`config.mk`:
```
export PLATFORM = sky130hd
export DESIGN_NAME = tdma_dispatcher
export DESIGN_NICKNAME = d
export VERILOG_FILES = /design/src/rtl/tdma_dispatcher_pkg.sv /design/src/rtl/tdma_dispatcher_fifo.sv /design/src/rtl/tdma_dispatcher.sv
export SDC_FILE = /design/constraint.sdc
export NUM_CORES = 1
export LEC_CHECK = 0
export CAP_MARGIN = 20
export CORE_ASPECT_RATIO = 1.4
export CORE_MARGIN = 2
export CORE_UTILIZATION = 52
export CTS_CLUSTER_SIZE = 14
export DETAILED_ROUTE_END_ITERATION = 16
export GPL_ROUTABILITY_DRIVEN = 0
export PLACE_DENSITY = 0.79
export SYNTH_ARGS = -nofsm -noshare
export SYNTH_HDL_FRONTEND = slang
export SYNTH_SLANG_ARGS = --single-unit
```
`constraint.sdc`:
```
create_clock -name clk -period 2.71 [get_ports clk]
set_clock_uncertainty 0.2 [all_clocks]
set_input_delay 0.813 -clock clk [delete_from_list [all_inputs] [get_ports clk]]
set_output_delay 0.813 -clock clk [all_outputs]
set_load 0.02 [all_outputs]
```
`src/rtl/tdma_dispatcher_pkg.sv`:
```
// Shared TDMA constants and the port-id width helper used by the dispatcher and the scheduler.
package tdma_pkg;

  localparam int unsigned TDMA_NB_PORTS   = 4;
  localparam int unsigned TDMA_DATA_WIDTH = 32;
  localparam int unsigned TDMA_FIFO_DEPTH = 4;

  // Port ids are at least one bit wide so a 1-port corner still elaborates.
  function automatic int unsigned tdma_id_width(input int unsigned nb_ports);
    return (nb_ports > 1) ? $clog2(nb_ports) : 1;
  endfunction

  localparam int unsigned TDMA_ID_W = tdma_id_width(TDMA_NB_PORTS);

  typedef logic [TDMA_ID_W-1:0] tdma_port_id_t;

endpackage

```
`src/rtl/tdma_dispatcher_fifo.sv`:
```
// Per-port circular buffer: push refused when full, pop ignored when empty, head word exposed.
module tdma_fifo
  import tdma_pkg::*;
#(
  parameter int unsigned DATA_WIDTH = TDMA_DATA_WIDTH,
  parameter int unsigned DEPTH      = TDMA_FIFO_DEPTH
) (
  input  logic                  clk,
  input  logic                  rst_n,
  input  logic                  i_push,
  input  logic                  i_pop,
  input  logic [DATA_WIDTH-1:0] i_data,
  output logic                  o_full,
  output logic                  o_empty,
  output logic [DATA_WIDTH-1:0] o_head
);

  localparam int unsigned PW = $clog2(DEPTH);
  localparam int unsigned CW = PW + 1;

  logic [DATA_WIDTH-1:0] r_mem [DEPTH];
  logic [PW-1:0]         r_wptr;
  logic [PW-1:0]         r_rptr;
  logic [CW-1:0]         r_count;
  logic                  w_do_push;
  logic                  w_do_pop;

  assign o_full    = (r_count == CW'(DEPTH));
  assign o_empty   = (r_count == '0);
  assign o_head    = r_mem[r_rptr];
  assign w_do_push = i_push && !o_full;
  assign w_do_pop  = i_pop && !o_empty;

  // Pointers wrap naturally because DEPTH is a power of two.
  always_ff @(posedge clk or negedge rst_n) begin
    if (!rst_n) begin
      r_wptr  <= '0;
      r_rptr  <= '0;
      r_count <= '0;
    end else begin
      if (w_do_push) r_wptr <= r_wptr + PW'(1);
      if (w_do_pop)  r_rptr <= r_rptr + PW'(1);
      case ({w_do_push, w_do_pop})
        2'b10:   r_count <= r_count + CW'(1);
        2'b01:   r_count <= r_count - CW'(1);
        default: r_count <= r_count;
      endcase
    end
  end

  always_ff @(posedge clk) begin
    if (w_do_push) r_mem[r_wptr] <= i_data;
  end

endmodule

```
`src/rtl/tdma_dispatcher.sv`:
```
// TDMA dispatcher: per-port FIFOs drained one word per cycle from the slot owner into a registered output stage.
module tdma_dispatcher
  import tdma_pkg::*;
#(
  parameter  int unsigned NB_PORTS   = TDMA_NB_PORTS,
  parameter  int unsigned DATA_WIDTH = TDMA_DATA_WIDTH,
  parameter  int unsigned FIFO_DEPTH = TDMA_FIFO_DEPTH,
  localparam int unsigned ID_W       = tdma_id_width(NB_PORTS)
) (
  input  logic                  clk,
  input  logic                  rst_n,
  input  logic [NB_PORTS-1:0]   in_valid,
  output logic [NB_PORTS-1:0]   in_ready,
  input  logic [DATA_WIDTH-1:0] in_data [NB_PORTS],
  input  logic [ID_W-1:0]       selection,
  output logic                  out_valid,
  input  logic                  out_ready,
  output logic [DATA_WIDTH-1:0] out_data,
  output logic [ID_W-1:0]       out_id
);

  logic [NB_PORTS-1:0]   w_full;
  logic [NB_PORTS-1:0]   w_empty;
  logic [NB_PORTS-1:0]   w_push;
  logic [NB_PORTS-1:0]   w_pop;
  logic [DATA_WIDTH-1:0] w_head [NB_PORTS];
  logic                  w_sel_avail;
  logic [DATA_WIDTH-1:0] w_sel_data;
  logic                  w_load;

  logic                  r_out_valid;
  logic [DATA_WIDTH-1:0] r_out_data;
  logic [ID_W-1:0]       r_out_id;

  assign in_ready = ~w_full;
  assign w_push   = in_valid & in_ready;

  // An out-of-range selection matches no port, so it never loads nor pops.
  always_comb begin
    w_sel_avail = 1'b0;
    w_sel_data  = '0;
    for (int unsigned p = 0; p < NB_PORTS; p++) begin
      if (selection == ID_W'(p) && !w_empty[p]) begin
        w_sel_avail = 1'b1;
        w_sel_data  = w_head[p];
      end
    end
  end

  assign w_load = (!r_out_valid || out_ready) && w_sel_avail;

  always_comb begin
    w_pop = '0;
    for (int unsigned p = 0; p < NB_PORTS; p++) begin
      w_pop[p] = w_load && (selection == ID_W'(p));
    end
  end

  for (genvar g = 0; g < NB_PORTS; g++) begin : g_port
    tdma_fifo #(
      .DATA_WIDTH(DATA_WIDTH),
      .DEPTH     (FIFO_DEPTH)
    ) u_fifo (
      .clk    (clk),
      .rst_n  (rst_n),
      .i_push (w_push[g]),
      .i_pop  (w_pop[g]),
      .i_data (in_data[g]),
      .o_full (w_full[g]),
      .o_empty(w_empty[g]),
      .o_head (w_head[g])
    );
  end

  always_ff @(posedge clk or negedge rst_n) begin
    if (!rst_n) begin
      r_out_valid <= 1'b0;
      r_out_data  <= '0;
      r_out_id    <= '0;
    end else if (w_load) begin
      r_out_valid <= 1'b1;
      r_out_data  <= w_sel_data;
      r_out_id    <= selection;
    end else if (out_ready) begin
      r_out_valid <= 1'b0;
    end
  end

  assign out_valid = r_out_valid;
  assign out_data  = r_out_data;
  assign out_id    = r_out_id;

endmodule

```
# Yosys cells after proc, flatten, opt, wreduce, memory -nomap -nowiden
# Memories as Yosys holds them, arrays and structs flattened.
# Cells that the tools add are included.
# Widths: inputs -> output; s select.
[totals]
romBits = 0
out_inout_bits = 39
mem_count = 4
ramBits = 512
latchBits = 0
reg_bits = 63
inputBits = 137
[mem_list]
columns = ["memory", "depth", "word_bits", "rd", "rd_clocked_by_memory_dff", "write_ports", "line_no", "source"]
rows = [
  ["g_port[0].u_fifo.r_mem", 4, 32, 1, 0, 1, "tdma_dispatcher_fifo.sv:21", "logic [DATA_WIDTH-1:0] r_mem [DEPTH];"],
  ["g_port[1].u_fifo.r_mem", 4, 32, 1, 0, 1, "tdma_dispatcher_fifo.sv:21", ""],
  ["g_port[2].u_fifo.r_mem", 4, 32, 1, 0, 1, "tdma_dispatcher_fifo.sv:21", ""],
  ["g_port[3].u_fifo.r_mem", 4, 32, 1, 0, 1, "tdma_dispatcher_fifo.sv:21", ""],
]
[classes]
div = 0
eq_ne = 15
muxes = 22
n_shift = 0
n_reduce_logical = 37
n_lt_le_gt_ge = 0
bitwise_logic = 2
multipliers = 0
addsub = 16
[ops]
columns = ["op", "n"]
rows = [
  ["$mux 32", 4],
  ["$pmux 3 s2", 4],
  ["$logic_and 1x1->1", 17],
  ["$add 2x1->2 const B", 8],
  ["$mux 1", 14],
  ["$add 3x1->3 const B", 4],
  ["$eq 2x2->1 const B", 6],
  ["$eq 3x3->1 const B", 4],
  ["$logic_not 3->1", 4],
  ["$sub 3x1->3 const B", 4],
  ["$eq 2x1->1 const B", 5],
  ["$reduce_bool 2->1", 5],
  ["$logic_not 1->1", 9],
  ["$and 4x4->4", 1],
  ["$not 4->4", 1],
  ["$logic_not 2->1", 1],
  ["$logic_or 1x1->1", 1],
]

# Longest topological paths before layout
[logic_depth]
depth_word = 12
depth_mapped = 10

# By module
# From an unflattened synthesis, not the netlist that was laid out.
[unflattened]
hier_cells = 1111
hier_area_um2 = 23228.5
[modules_own_cells]
columns = ["mod", "cells_per_inst", "instances", "area_per_inst_um2"]
rows = [
  ["tdma_fifo", 205, 4, 5091.1],
  ["tdma_dispatcher", 291, 1, 2864.0],
]

# Worst setup path after synthesis
# No wires, ideal clock.
[synth_timing]
path_kind = "in2reg"
from = "input selection[0]"
to = "register g_port[3].u_fifo.r_count[2]"
t_arrival_ns = 2.655
path_buffers = 2
cell_stages = 10
setup_ns = 0.079
path_slack_ns = -0.224
path_cell_list = "o311a_1 > clkbuf_1 > clkbuf_1 > and2_1 > ha_1 > inv_1 > fa_1 > xor2_1 > nor2_1 > xor2_1"
[synth_between]
elab_chain_cells = 11
elab_cells_between_ends = 19
cone_classes = "5 x eq/ne; 5 x mux; 9 x reduce/logical"
[synth_rtl]
columns = ["element", "line_no", "source"]
rows = [
  ["start: declaration", "tdma_dispatcher.sv:15", "input logic [ID_W-1:0] selection,"],
  ["$logic_not 2->1", "tdma_dispatcher.sv:43", "if (selection == ID_W'(p) && !w_empty[p]) begin"],
  ["$logic_and 1x1->1", "tdma_dispatcher.sv:43", ""],
  ["$mux 1 (4 in series)", "tdma_dispatcher.sv:43", ""],
  ["$logic_and 1x1->1", "tdma_dispatcher.sv:50", "assign w_load = (!r_out_valid || out_ready) && w_sel_avail;"],
  ["$logic_and 1x1->1 (*)", "tdma_dispatcher.sv:55", "w_pop[p] = w_load && (selection == ID_W'(p));"],
  ["$logic_and 1x1->1 (*)", "tdma_dispatcher_fifo.sv:32", "assign w_do_pop = i_pop && !o_empty;"],
  ["via g_port[3].u_fifo.w_do_pop", "tdma_dispatcher_fifo.sv:26", "logic w_do_pop;"],
  ["$eq 2x1->1 / $eq 2x2->1 (equally long branches)", "tdma_dispatcher_fifo.sv:43", "case ({w_do_push, w_do_pop})"],
  ["$pmux 3 s2 / $reduce_bool 2->1 (equally long branches)", "-", ""],
  ["end signal: assignment", "tdma_dispatcher_fifo.sv:44", "2'b10: r_count <= r_count + CW'(1);"],
  ["end signal: assignment", "tdma_dispatcher_fifo.sv:45", "2'b01: r_count <= r_count - CW'(1);"],
  ["end signal: assignment", "tdma_dispatcher_fifo.sv:46", "default: r_count <= r_count;"],
  ["end: declaration", "tdma_dispatcher_fifo.sv:24", "logic [CW-1:0] r_count;"],
]
# Mark *: on every way through the listed nets, which the timed path passes. The rest lies on a longest branch.
# A chain may end at the register's enable or synchronous reset.

# Worst setup path after layout
[layout_timing]
from = "register r_out_data[13], in the netlist out_data[13]"
to = "output out_data[13]"
[layout_lines]
columns = ["element", "line_no", "source"]
rows = [
  ["start: declaration", "tdma_dispatcher.sv:32", "logic [DATA_WIDTH-1:0] r_out_data;"],
  ["start signal: assignment", "tdma_dispatcher.sv:82", "r_out_data <= w_sel_data;"],
  ["end: declaration", "tdma_dispatcher.sv:18", "output logic [DATA_WIDTH-1:0] out_data,"],
]
# No word-level cell between the ends.

==> results.tsv <==
stage	metric	value	unit
outcome	outcome	complete, no violations	
global_routing	vias in the first global route	11500	
critical_path	kind of cell adding the most delay to the critical path	buffers and inverters	
clock_tree	CTS tree	built	
die	Die Ht	249	µm
power	sw frac	29.0	%
timing	count of final setup violators	0	
routing	First-pass DRT Iterations	5	
critical_path	Critical Path AT	1630	ps
final_layout	layout cells sized above 1	22.3	%
timing	minimum clock period	2650	ps
routing	initial DRC count	852	
die	Initial Util	52.6	%
place	worst slack, placed	-459	ps
critical_path	startpoint types	flip-flop	
routing	WL/cell	24.4	µm
clock_tree	clock-pin slew on the worst setup and hold paths	70	ps
routing	final WL	45.2	mm
place	DP HPWL	31.1	mm
global_routing	initial antenna violation count	10	
power	Peak VDD IR	0.575	mV
power	Power Density	1030	mW/mm²
final_layout	commonest non-fill, non-tap cells in the layout	edfxtp_1 (512), clkdlybuf4s50_1 (169), mux4_2 (128)	
global_routing	gr usage total	20.9	%
timing	Worst slew margin	69.1	%
yosys	Seq/Total Area, Yosys	76.3	%
place	DP Area	0.0253	mm²
die	core region area	0.0422	mm²
clock_tree	Clk Latency, worst-skew pair	570	ps
critical_path	Critical Path RT	1700	ps
routing	Post-DRT Antenna Nets	0	
place	PortBufs	175	
critical_path	critical path type	flip-flop to output pin	
clock_tree	postcts setup bufs	0	
final_layout	Syn-to-layout area delta	20.5	%
global_routing	first-pass GRT wire length	68.5	mm
timing	slew of the pin with the lowest slew margin	464	ps
critical_path	CP bufs+invs	1	
timing	Fin. Hold Viols	0	
die	full die area	0.0444	mm²
yosys	top_reg_cell synth	edfxtp_1	
power	internal power	0.0196	W
clock_tree	clk sinks	575	
final_layout	most common cell after layout, fill and taps aside	edfxtp_1	
die	Die Span X	179	µm
routing	Via density	5.84	
clock_tree	H-Tree Depth	2	
clock_tree	Clock Path Buffers	3	
yosys	Post-Syn Area	0.0222	mm²
yosys	Gate Count Post-Synth	1020	
timing	FMAX	378	MHz
timing	hold slack	293	ps
power	Gate power share	30.6	%
yosys	Post-Syn Nets	1181	
final_layout	Final Non-Filler Cells	1858	
yosys	flops & latches, synth	575	
job	max cap viols	0	
clock_tree	CTS buffer count	49	
die	# rows	89	
routing	routed vias	10900	
global_routing	gr ovfl total	0	
die	Top Ports	176	
yosys	post-synth cell types	33	
critical_path	critical path's largest stage delay	640	ps
hold_path	Hold Crit Class	flip-flop to flip-flop	
yosys	Async S/R FF share, synth	11.0	%
yosys	Mapped Avg Cell Area	21.8	µm²
critical_path	CP endpoint kind	output pin	
final_layout	post-route cell area	0.0268	mm²
power	clock network power share	23.3	%
power	NetSw	0.00801	W
timing	setup ws final	64.1	ps
clock_tree	Root Buffer Master	clkbuf_16	
global_routing	largest net degree at the start of global routing	35	
power	leakage	9.15	nW
yosys	Yosys warnings	0	
timing	final worst-path cycle share	97.6	%
timing	fin. max-slew vios	0	
yosys	number of flops mapped to enable cells by yosys	512	
routing	Post-route DRC	0	
critical_path	CP Cell Sequence	clkdlybuf4s50_1	
critical_path	CP max stage cell	clkdlybuf4s50_1	
power	total power	0.0276	W
place	placed insts	1764	
critical_path	crit path max fanout	2	
final_layout	fin nets	1431	
power	Seq pwr share	46.1	%
timing	RSZ-0062 raised after global routing	false	
-- power by group through the flow --
stage	Combinational [W]	Clock, W	Sequential [W]
floorplan	0.00523	0	0.0128
detailed placement	0.00853	0	0.0129
finish	0.00846	0.00642	0.0127
CTS	0.00859	0.00656	0.0127
global route	0.00903	0.00687	0.0129
global placement	0.00834	0	0.0128
-- state kept, by name, summed over array words and instances (netlist names) --
register / count
g_port.u_fifo.r_mem: 512
out_valid: 1
g_port.u_fifo.r_count: 12
out_id: 2
g_port.u_fifo.r_wptr: 8
out_data: 32
g_port.u_fifo.r_rptr: 8
-- kinds of logic (layout without fill, tap and decap cells) --
logic type,after synthesis,after routing,synth area share (%)
other cells,0,5,0
flops,575,575,76.3
compound gates,67,67,2.79
mux,169,169,14.9
buf+inv,109,396,2.20
fa+ha+maj,24,24,1.49
simple gates,52,52,1.35
xor+xnor,24,24,0.946
-- layer usage --
| layer | vias up | GRT usage [%] | wire [µm] |
|---|---|---|---|
| li1 | 4704 | - | - |
| met1 | 5685 | 26.9 | 17200 |
| met2 | 349 | 34.6 | 23300 |
| met3 | 101 | 4.66 | 2870 |
| met4 | 12 | 8.55 | 1830 |
| met5 | - | 0 | 80 |
-- repair_timing --
action                                  4_1_cts  5_1_grt
resized for setup                             9        8
endpoints found under the hold margin         7        0
hold buffers                                  1        0
endpoints found under the setup margin        4        6
-- worst paths after layout --
| check | startpoint | end | slack (ps) | cells after the start |
|---|---|---|---|---|
| setup / recovery | out_data[13] | out_data[13] | 60 | 1 |
| hold / removal | g_port[1].u_fifo.r_count[0] | g_port[1].u_fifo.r_count[0] | 290 | 1 |
| min in group asynchronous | rst_n | out_data[12] | 550 | 2 |
| max in group asynchronous | rst_n | g_port[0].u_fifo.r_rptr[0] | 1210 | 3 |
| setup reg to reg | g_port[2].u_fifo.r_count[0] | g_port[2].u_fifo.r_count[2] | 260 | 7 |
| hold reg to reg | g_port[1].u_fifo.r_count[0] | g_port[1].u_fifo.r_count[0] | 290 | 1 |
-- cell usage after synthesis, types with 13 or more instances --
| cell type | count | area, µm² |
|---|---|---|
| inv_1 | 52 | 195 |
| a32o_1 | 31 | 310 |
| xnor2_1 | 13 | 114 |
| edfxtp_1 | 512 | 15400 |
| mux4_2 | 128 | 2880 |
| mux2i_1 | 33 | 330 |
| and3_1 | 17 | 106 |
| dfrtp_1 | 63 | 1580 |
| clkbuf_1 | 35 | 131 |
| a221oi_1 | 31 | 272 |
| buf_2 | 18 | 90.1 |
| ha_1 | 20 | 250 |
-- stage by stage --
step           setup TNS, ps  utilization (%)
5_1_grt                    0             63.4
4_1_cts                    0             63.4
6_report                   0             63.4
3_5_place_dp          -15310             59.9
3_3_place_gp          -13150             59.9
2_1_floorplan          -40.3                -
-- cell type report --
class	count	area (µm²)
Sequential cell	575	17000
Fill cell	2718	15400
Multi-Input combinational cell	336	4790
Timing Repair Buffer	256	2680
Clock buffer	78	1410
Tap cell	546	683
Inverter	52	195
Clock inverter	10	48.8
Antenna cell	5	12.5
No activity file was read; power rests on OpenSTA's default activity.
